$ cat src/rtl/flow_control_credit_if.sv
// Allocator/FIFO-side handshake bundle for the credit flow-control block.
// master = allocator and input FIFOs, slave = flow-control logic.
interface flow_control_credit_if #(
    parameter int NPORT = 4,
    parameter int SEL_W = 3,
    parameter int CNT_W = 3
);
    logic [NPORT*SEL_W-1:0] out_sw;
    logic [NPORT-1:0]       out_req;
    logic [NPORT-1:0]       full;
    logic [NPORT-1:0]       credit_in;
    logic [NPORT-1:0]       valid;
    logic [NPORT-1:0]       empty;
    logic [NPORT-1:0]       en;
    logic [NPORT-1:0]       en_fifo;
    logic [NPORT-1:0]       send;
    logic [NPORT*CNT_W-1:0] credit_cnt;
    logic [NPORT-1:0]       credit_ovf;
    logic                   sel_conflict;

    modport master (
        output out_sw, out_req, full, credit_in, valid, empty,
        input  en, en_fifo, send, credit_cnt, credit_ovf, sel_conflict
    );

    modport slave (
        input  out_sw, out_req, full, credit_in, valid, empty,
        output en, en_fifo, send, credit_cnt, credit_ovf, sel_conflict
    );
endinterface

$ cat src/rtl/flow_control_credit.sv
// Per-output credit (or legacy full-flag) backpressure for an NPORT router:
// combinational input/FIFO enables, registered credit counters and sticky errors.
module flow_control_credit #(
    parameter int NPORT       = 4,
    parameter int SEL_W       = 3,
    parameter int CREDITS     = 4,
    parameter int CNT_W       = 3,
    parameter int CREDIT_MODE = 1
) (
    input logic                  clk,
    input logic                  rst,
    flow_control_credit_if.slave fc
);

    logic [NPORT-1:0] ok;
    logic [NPORT-1:0] send_int;
    logic [NPORT-1:0] route [NPORT];   // route[o][i]: output o requests input i
    logic [NPORT-1:0] grant_in;
    logic [NPORT-1:0] en_int;
    logic             conflict_hit;
    logic             conflict_reg;
    logic             conflict_next;

    genvar gi, gj;
    generate
        for (gi = 0; gi < NPORT; gi++) begin : g_out
            logic [SEL_W-1:0] sel;
            logic [CNT_W-1:0] cnt_reg;
            logic [CNT_W-1:0] cnt_next;
            logic             ovf_reg;
            logic             ovf_next;

            assign sel = fc.out_sw[gi*SEL_W +: SEL_W];

            // Select values >= NPORT decode to no route, hence no grant and no send.
            for (gj = 0; gj < NPORT; gj++) begin : g_dec
                assign route[gi][gj] = fc.out_req[gi] && (sel == SEL_W'(gj));
            end

            assign ok[gi]       = (CREDIT_MODE != 0) ? (cnt_reg != '0) : !fc.full[gi];
            assign send_int[gi] = ok[gi] && (|(route[gi] & fc.valid));

            always_comb begin
                cnt_next = cnt_reg;
                ovf_next = ovf_reg;
                if (CREDIT_MODE != 0) begin
                    if (send_int[gi] && !fc.credit_in[gi]) begin
                        cnt_next = cnt_reg - CNT_W'(1);
                    end else if (!send_int[gi] && fc.credit_in[gi]) begin
                        if (cnt_reg == CNT_W'(CREDITS)) begin
                            ovf_next = 1'b1;
                        end else begin
                            cnt_next = cnt_reg + CNT_W'(1);
                        end
                    end
                end
            end

            always_ff @(posedge clk) begin
                if (rst) begin
                    cnt_reg <= CNT_W'(CREDITS);
                    ovf_reg <= 1'b0;
                end else begin
                    cnt_reg <= cnt_next;
                    ovf_reg <= ovf_next;
                end
            end

            assign fc.credit_cnt[gi*CNT_W +: CNT_W] = cnt_reg;
            assign fc.credit_ovf[gi]                = ovf_reg;
            assign fc.send[gi]                      = !rst && send_int[gi];
        end
    endgenerate

    always_comb begin
        grant_in = '0;
        for (int o = 0; o < NPORT; o++) begin
            for (int i = 0; i < NPORT; i++) begin
                if (route[o][i] && ok[o]) begin
                    grant_in[i] = 1'b1;
                end
            end
        end
    end

    // Idle inputs stay enabled so an empty head never stalls the FIFO pop path.
    assign en_int     = rst ? '0 : (~fc.valid | grant_in);
    assign fc.en      = en_int;
    assign fc.en_fifo = en_int & ~fc.empty;

    always_comb begin
        conflict_hit = 1'b0;
        for (int o1 = 0; o1 < NPORT; o1++) begin
            for (int o2 = o1 + 1; o2 < NPORT; o2++) begin
                if (|(route[o1] & route[o2])) begin
                    conflict_hit = 1'b1;
                end
            end
        end
        conflict_next = conflict_reg | conflict_hit;
    end

    always_ff @(posedge clk) begin
        if (rst) begin
            conflict_reg <= 1'b0;
        end else begin
            conflict_reg <= conflict_next;
        end
    end

    assign fc.sel_conflict = conflict_reg;

endmodule

$ cat src/flat_wrapper.sv
// flat-port wrapper written by rule: the top's interface ports become plain ports
module flow_control_credit_flat 
#(
    parameter int NPORT       = 4,
    parameter int SEL_W       = 3,
    parameter int CREDITS     = 4,
    parameter int CNT_W       = 3,
    parameter int CREDIT_MODE = 1
)
  (clk, rst, fc_out_sw, fc_out_req, fc_full, fc_credit_in, fc_valid, fc_empty, fc_en, fc_en_fifo, fc_send, fc_credit_cnt, fc_credit_ovf, fc_sel_conflict);
  flow_control_credit_if #(.NPORT(NPORT), .SEL_W(SEL_W), .CNT_W(CNT_W)) fc_i ();
  input logic clk;
  input logic rst;
  input wire logic [$bits(fc_i.out_sw)-1:0] fc_out_sw;
  input wire logic [$bits(fc_i.out_req)-1:0] fc_out_req;
  input wire logic [$bits(fc_i.full)-1:0] fc_full;
  input wire logic [$bits(fc_i.credit_in)-1:0] fc_credit_in;
  input wire logic [$bits(fc_i.valid)-1:0] fc_valid;
  input wire logic [$bits(fc_i.empty)-1:0] fc_empty;
  output wire logic [$bits(fc_i.en)-1:0] fc_en;
  output wire logic [$bits(fc_i.en_fifo)-1:0] fc_en_fifo;
  output wire logic [$bits(fc_i.send)-1:0] fc_send;
  output wire logic [$bits(fc_i.credit_cnt)-1:0] fc_credit_cnt;
  output wire logic [$bits(fc_i.credit_ovf)-1:0] fc_credit_ovf;
  output wire logic [$bits(fc_i.sel_conflict)-1:0] fc_sel_conflict;
  assign fc_i.out_sw = fc_out_sw;
  assign fc_i.out_req = fc_out_req;
  assign fc_i.full = fc_full;
  assign fc_i.credit_in = fc_credit_in;
  assign fc_i.valid = fc_valid;
  assign fc_i.empty = fc_empty;
  assign fc_en = fc_i.en;
  assign fc_en_fifo = fc_i.en_fifo;
  assign fc_send = fc_i.send;
  assign fc_credit_cnt = fc_i.credit_cnt;
  assign fc_credit_ovf = fc_i.credit_ovf;
  assign fc_sel_conflict = fc_i.sel_conflict;
  flow_control_credit #(.NPORT(NPORT), .SEL_W(SEL_W), .CREDITS(CREDITS), .CNT_W(CNT_W), .CREDIT_MODE(CREDIT_MODE)) u_core (.clk(clk), .rst(rst), .fc(fc_i));
endmodule
$ cat config.mk
export PLATFORM = sky130hd
export DESIGN_NAME = flow_control_credit_flat
export DESIGN_NICKNAME = d
export VERILOG_FILES = /design/src/rtl/flow_control_credit_if.sv /design/src/rtl/flow_control_credit.sv /design/src/flat_wrapper.sv
export SDC_FILE = /design/constraint.sdc
export NUM_CORES = 1
export LEC_CHECK = 0
export CAP_MARGIN = 20
export CORE_MARGIN = 5
export CORE_UTILIZATION = 39
export CTS_CLUSTER_DIAMETER = 60
export DETAILED_ROUTE_END_ITERATION = 7
export MAX_ROUTING_LAYER = met4
export PLACE_DENSITY = 0.76
export SYNTH_ARGS = -nofsm -noshare
export SYNTH_HDL_FRONTEND = slang
export SYNTH_SLANG_ARGS = --single-unit
$ cat constraint.sdc
create_clock -name clk -period 2.4 [get_ports clk]
set_input_delay 0.48 -clock clk [delete_from_list [all_inputs] [get_ports clk]]
set_output_delay 0.48 -clock clk [all_outputs]
set_load 0.01 [all_outputs]
==> flow_summary.json <==
{
  "status": "complete, but fails checks",
  "violations": "setup timing",
  "irDropWorstVdd_mv": 0.283,
  "wl_met1_um": 2310,
  "crit_arrival_ps": 2580,
  "ioPinCount": 63,
  "post_dp_cell_area_um2": 2470,
  "drive_gt1_share_pct": 45.5,
  "tns_ps": -113,
  "power_per_cell_area_nw_per_um2": 306,
  "start_util_pct": 40.7,
  "vias": 1940,
  "hold_buffers": 0,
  "synth_edf_count": 0,
  "cts-htree-levels": 1,
  "yosysMostFrequentCell": "inv_1",
  "dieWidth_um": 72.0,
  "fillers": 263,
  "cp_top_family": "compound AO/OA/AOI/OAI gates",
  "diodes": 0,
  "dr.max_layer_used": "met4",
  "yosys.area_share.simple_pct": 29.6,
  "min_period_ps": 2450,
  "place_congestion": 0.841,
  "hpwl_um": 3930,
  "drc": 0,
  "multi_input_area_um2": 1290,
  "row_count": 22,
  "die_area_um2": 5190,
  "required_ps": 2520,
  "synth.distinct_cells": 41,
  "synthCells": 181,
  "clk_pin_slew_ps": 70,
  "stdcell_area_um2": 2830,
  "core_area_um2": 3690,
  "synthMuxAreaShare_pct": 0,
  "largest_reg_flops": 12,
  "wl_met3_um": 350,
  "max-slew-margin-rel_pct": 73.6,
  "ys_top_cells_by_count": "inv_1, dfxtp_1, a21oi_1, nor2_1, nor3_1",
  "viasPerCell": 5.59,
  "ys_seq_elements": 17,
  "fin_skew_ps": 1.07,
  "synth_compound_area_share_pct": 25.1,
  "avgSynthCellArea_um2": 8.29,
  "ff_latch_area_um2": 342,
  "crit_type": "input port to flop",
  "groute.usage.overall_pct": 21.7,
  "io_buffers": 58,
  "async_flop_share_pct": 0,
  "grt_pass1_vias": 1999,
  "wirelength_um": 5770,
  "setup_viol_count_final": 3,
  "overflow": 0,
  "worstPathMaxFanout": 2,
  "slew_violations": 0,
  "fp.dieH_um": 72.0,
  "syn_area_um2": 1500,
  "clockBufferDepth": 2,
  "worstHoldPathType": "flop to flop",
  "ys.flop_type": "dfxtp_1",
  "critPathBufInv": 3,
  "yosys.area_share.adder_pct": 12.0,
  "worstPathCellList": "buf_6, or4b_4, o2bb2ai_2, o21a_1, buf_6, ha_4, inv_2, fa_2, xor2_2, o31ai_2, o311ai_2",
  "drtIter0Drc": 116,
  "maxCapViolCount": 0,
  "layout_setup_ws_ps": -55.0,
  "syn2layout_area_growth_pct": 88.3,
  "synth_area_leaders": "dfxtp_1, ha_1, inv_1",
  "rsz0062_at_grt": "true",
  "p_total_w": 0.000865,
  "cts-root-buf": "clkbuf_8",
  "routedWlPerCell_um": 16.6,
  "synth_top_family_by_area": "simple AND/OR/NAND/NOR gates",
  "critPathMaxStageDelay_ps": 540,
  "power.leakage_nw": 1.20,
  "yosysTopAreaCell": "dfxtp_1",
  "synth_xor_xnor_area_share_pct": 2.34,
  "final_nets": 346,
  "cp-start-kind": "input port",
  "hold_viol": 0,
  "tritoncts": "built",
  "grt_pass1_wl_um": 8920,
  "syn-num-nets": 227,
  "cpMaxStageDelayCell": "or4b_4",
  "cts_made_buffers": 3,
  "grt_max_degree": 11,
  "ys_warn_count": 0,
  "insertion_delay_ps": 250,
  "fmax_mhz": 407,
  "netlist.area_leader.share_pct": 22.7,
  "ant_nets": 0,
  "cts_sinks": 17,
  "fin_crit_sh_pct": 102,
  "ys_seq_area_share_pct": 22.7,
  "cp_common_cell": "buf_6",
  "met2_length_um": 2970,
  "antenna_found_initial": 0,
  "end_kind": "flop",
  "worstMarginPinSlew_ps": 394,
  "dr.pass1.iters": 4
}
==> report_power, final <==
| part | switching [W] | internal [W] | total (W) | leakage (nW) |
|---|---|---|---|---|
| combinational | 0.000151 | 0.000193 | 0.000344 | 1.04 |
| clock | 0.000101 | 0.000115 | 0.000217 | 0.0255 |
| sequential | 0.0000108 | 0.000294 | 0.000305 | 0.139 |
==> layout make-up <==
class                           count  area share [%]
Tap cell                           48            2.13
Multi-Input combinational cell    135            45.8
Clock buffer                        3            1.46
Timing Repair Buffer              120            35.3
Clock inverter                      1           0.177
Sequential cell                    17            12.1
Inverter                           23            3.06
==> final timing paths <==
check / start / to / slack [ps] / cells after the start
worst max register to register: u_core.g_out[2].cnt_reg[0]$_SDFFE_PP0P_ / u_core.g_out[2].cnt_reg[1]$_SDFFE_PP0P_ / 160 / 10
worst min register to register: u_core.g_out[1].ovf_reg$_SDFFE_PP0P_ / u_core.g_out[1].ovf_reg$_SDFFE_PP0P_ / 480 / 2
worst max-delay path: fc_out_sw[7] / u_core.g_out[2].cnt_reg[2]$_SDFFE_PP1P_ / -50 / 11
worst min-delay path: u_core.g_out[1].ovf_reg$_SDFFE_PP0P_ / u_core.g_out[1].ovf_reg$_SDFFE_PP0P_ / 480 / 2
==> stage by stage <==
| step | util (%) | instances | setup WS [ps] | hold WS, ps |
|---|---|---|---|---|
| 2_1_floorplan | - | 181 | -162 | 438 |
| 3_3_place_gp | 67.1 | 326 | -655 | 454 |
| 3_5_place_dp | 67.1 | 326 | -708 | 460 |
| 4_1_cts | 73.0 | 345 | -63.0 | 480 |
| 5_1_grt | 76.6 | 347 | -151 | 502 |
| 6_report | 76.6 | 347 | -55.0 | 481 |
==> cell usage in the layout (no fill, tap or decap), types with 3 or more instances in the layout <==
| cell type | Yosys | final |
|---|---|---|
| o31ai_1 | 5 | 4 |
| buf_4 | 4 | 59 |
| buf_2 | 0 | 12 |
| and2_1 | 4 | 4 |
| xor2_2 | 0 | 3 |
| inv_1 | 23 | 19 |
| or4b_4 | 2 | 3 |
| a21oi_2 | 1 | 3 |
| nor3_2 | 0 | 3 |
| fa_2 | 0 | 3 |
| a21oi_1 | 14 | 12 |
| dfxtp_1 | 17 | 16 |
| a22oi_1 | 7 | 5 |
| o21ai_0 | 4 | 3 |
| dlygate4sd2_1 | 0 | 9 |
| buf_6 | 0 | 8 |
| inv_2 | 0 | 4 |
| nor3_1 | 13 | 9 |
| clkdlybuf4s50_1 | 0 | 26 |
| ha_1 | 8 | 4 |
| o311ai_1 | 0 | 3 |
| and4bb_2 | 4 | 3 |
| clkbuf_8 | 0 | 3 |
| nand3_1 | 3 | 3 |
| nor2b_1 | 3 | 3 |
| nor2_1 | 14 | 14 |
==> kinds of logic after synthesis <==
group,after synthesis
xor gates and xnor gates,4
adders and majority gates,12
and+or+nand+nor,65
DFF,17
AOI/OAI and AO/OA,54
buffers and inverters,29
==> layer usage <==
| layer | vias up | GRT usage [%] |
|---|---|---|
| li1 | 918 | - |
| met3 | 16 | 3.32 |
| met1 | 927 | 25.4 |
| met5 | - | - |
| met4 | 0 | 7.93 |
| met2 | 79 | 37.6 |
==> tightest hold or removal path, delay by kind of cell (launching register included) <==
family	cells	cell delay, ps
DFF	1	330
AOI/OAI and AO/OA	1	40
and+or+nand+nor	1	80
==> what timing repair did <==
item                       4_1_cts  5_1_grt
pin swaps                       31       25
hold endpoints to repair         0        0
setup buffers                   15        2
gates resized for setup        113       31
setup endpoints to repair       27       23
No activity file was read; power rests on OpenSTA's default activity.
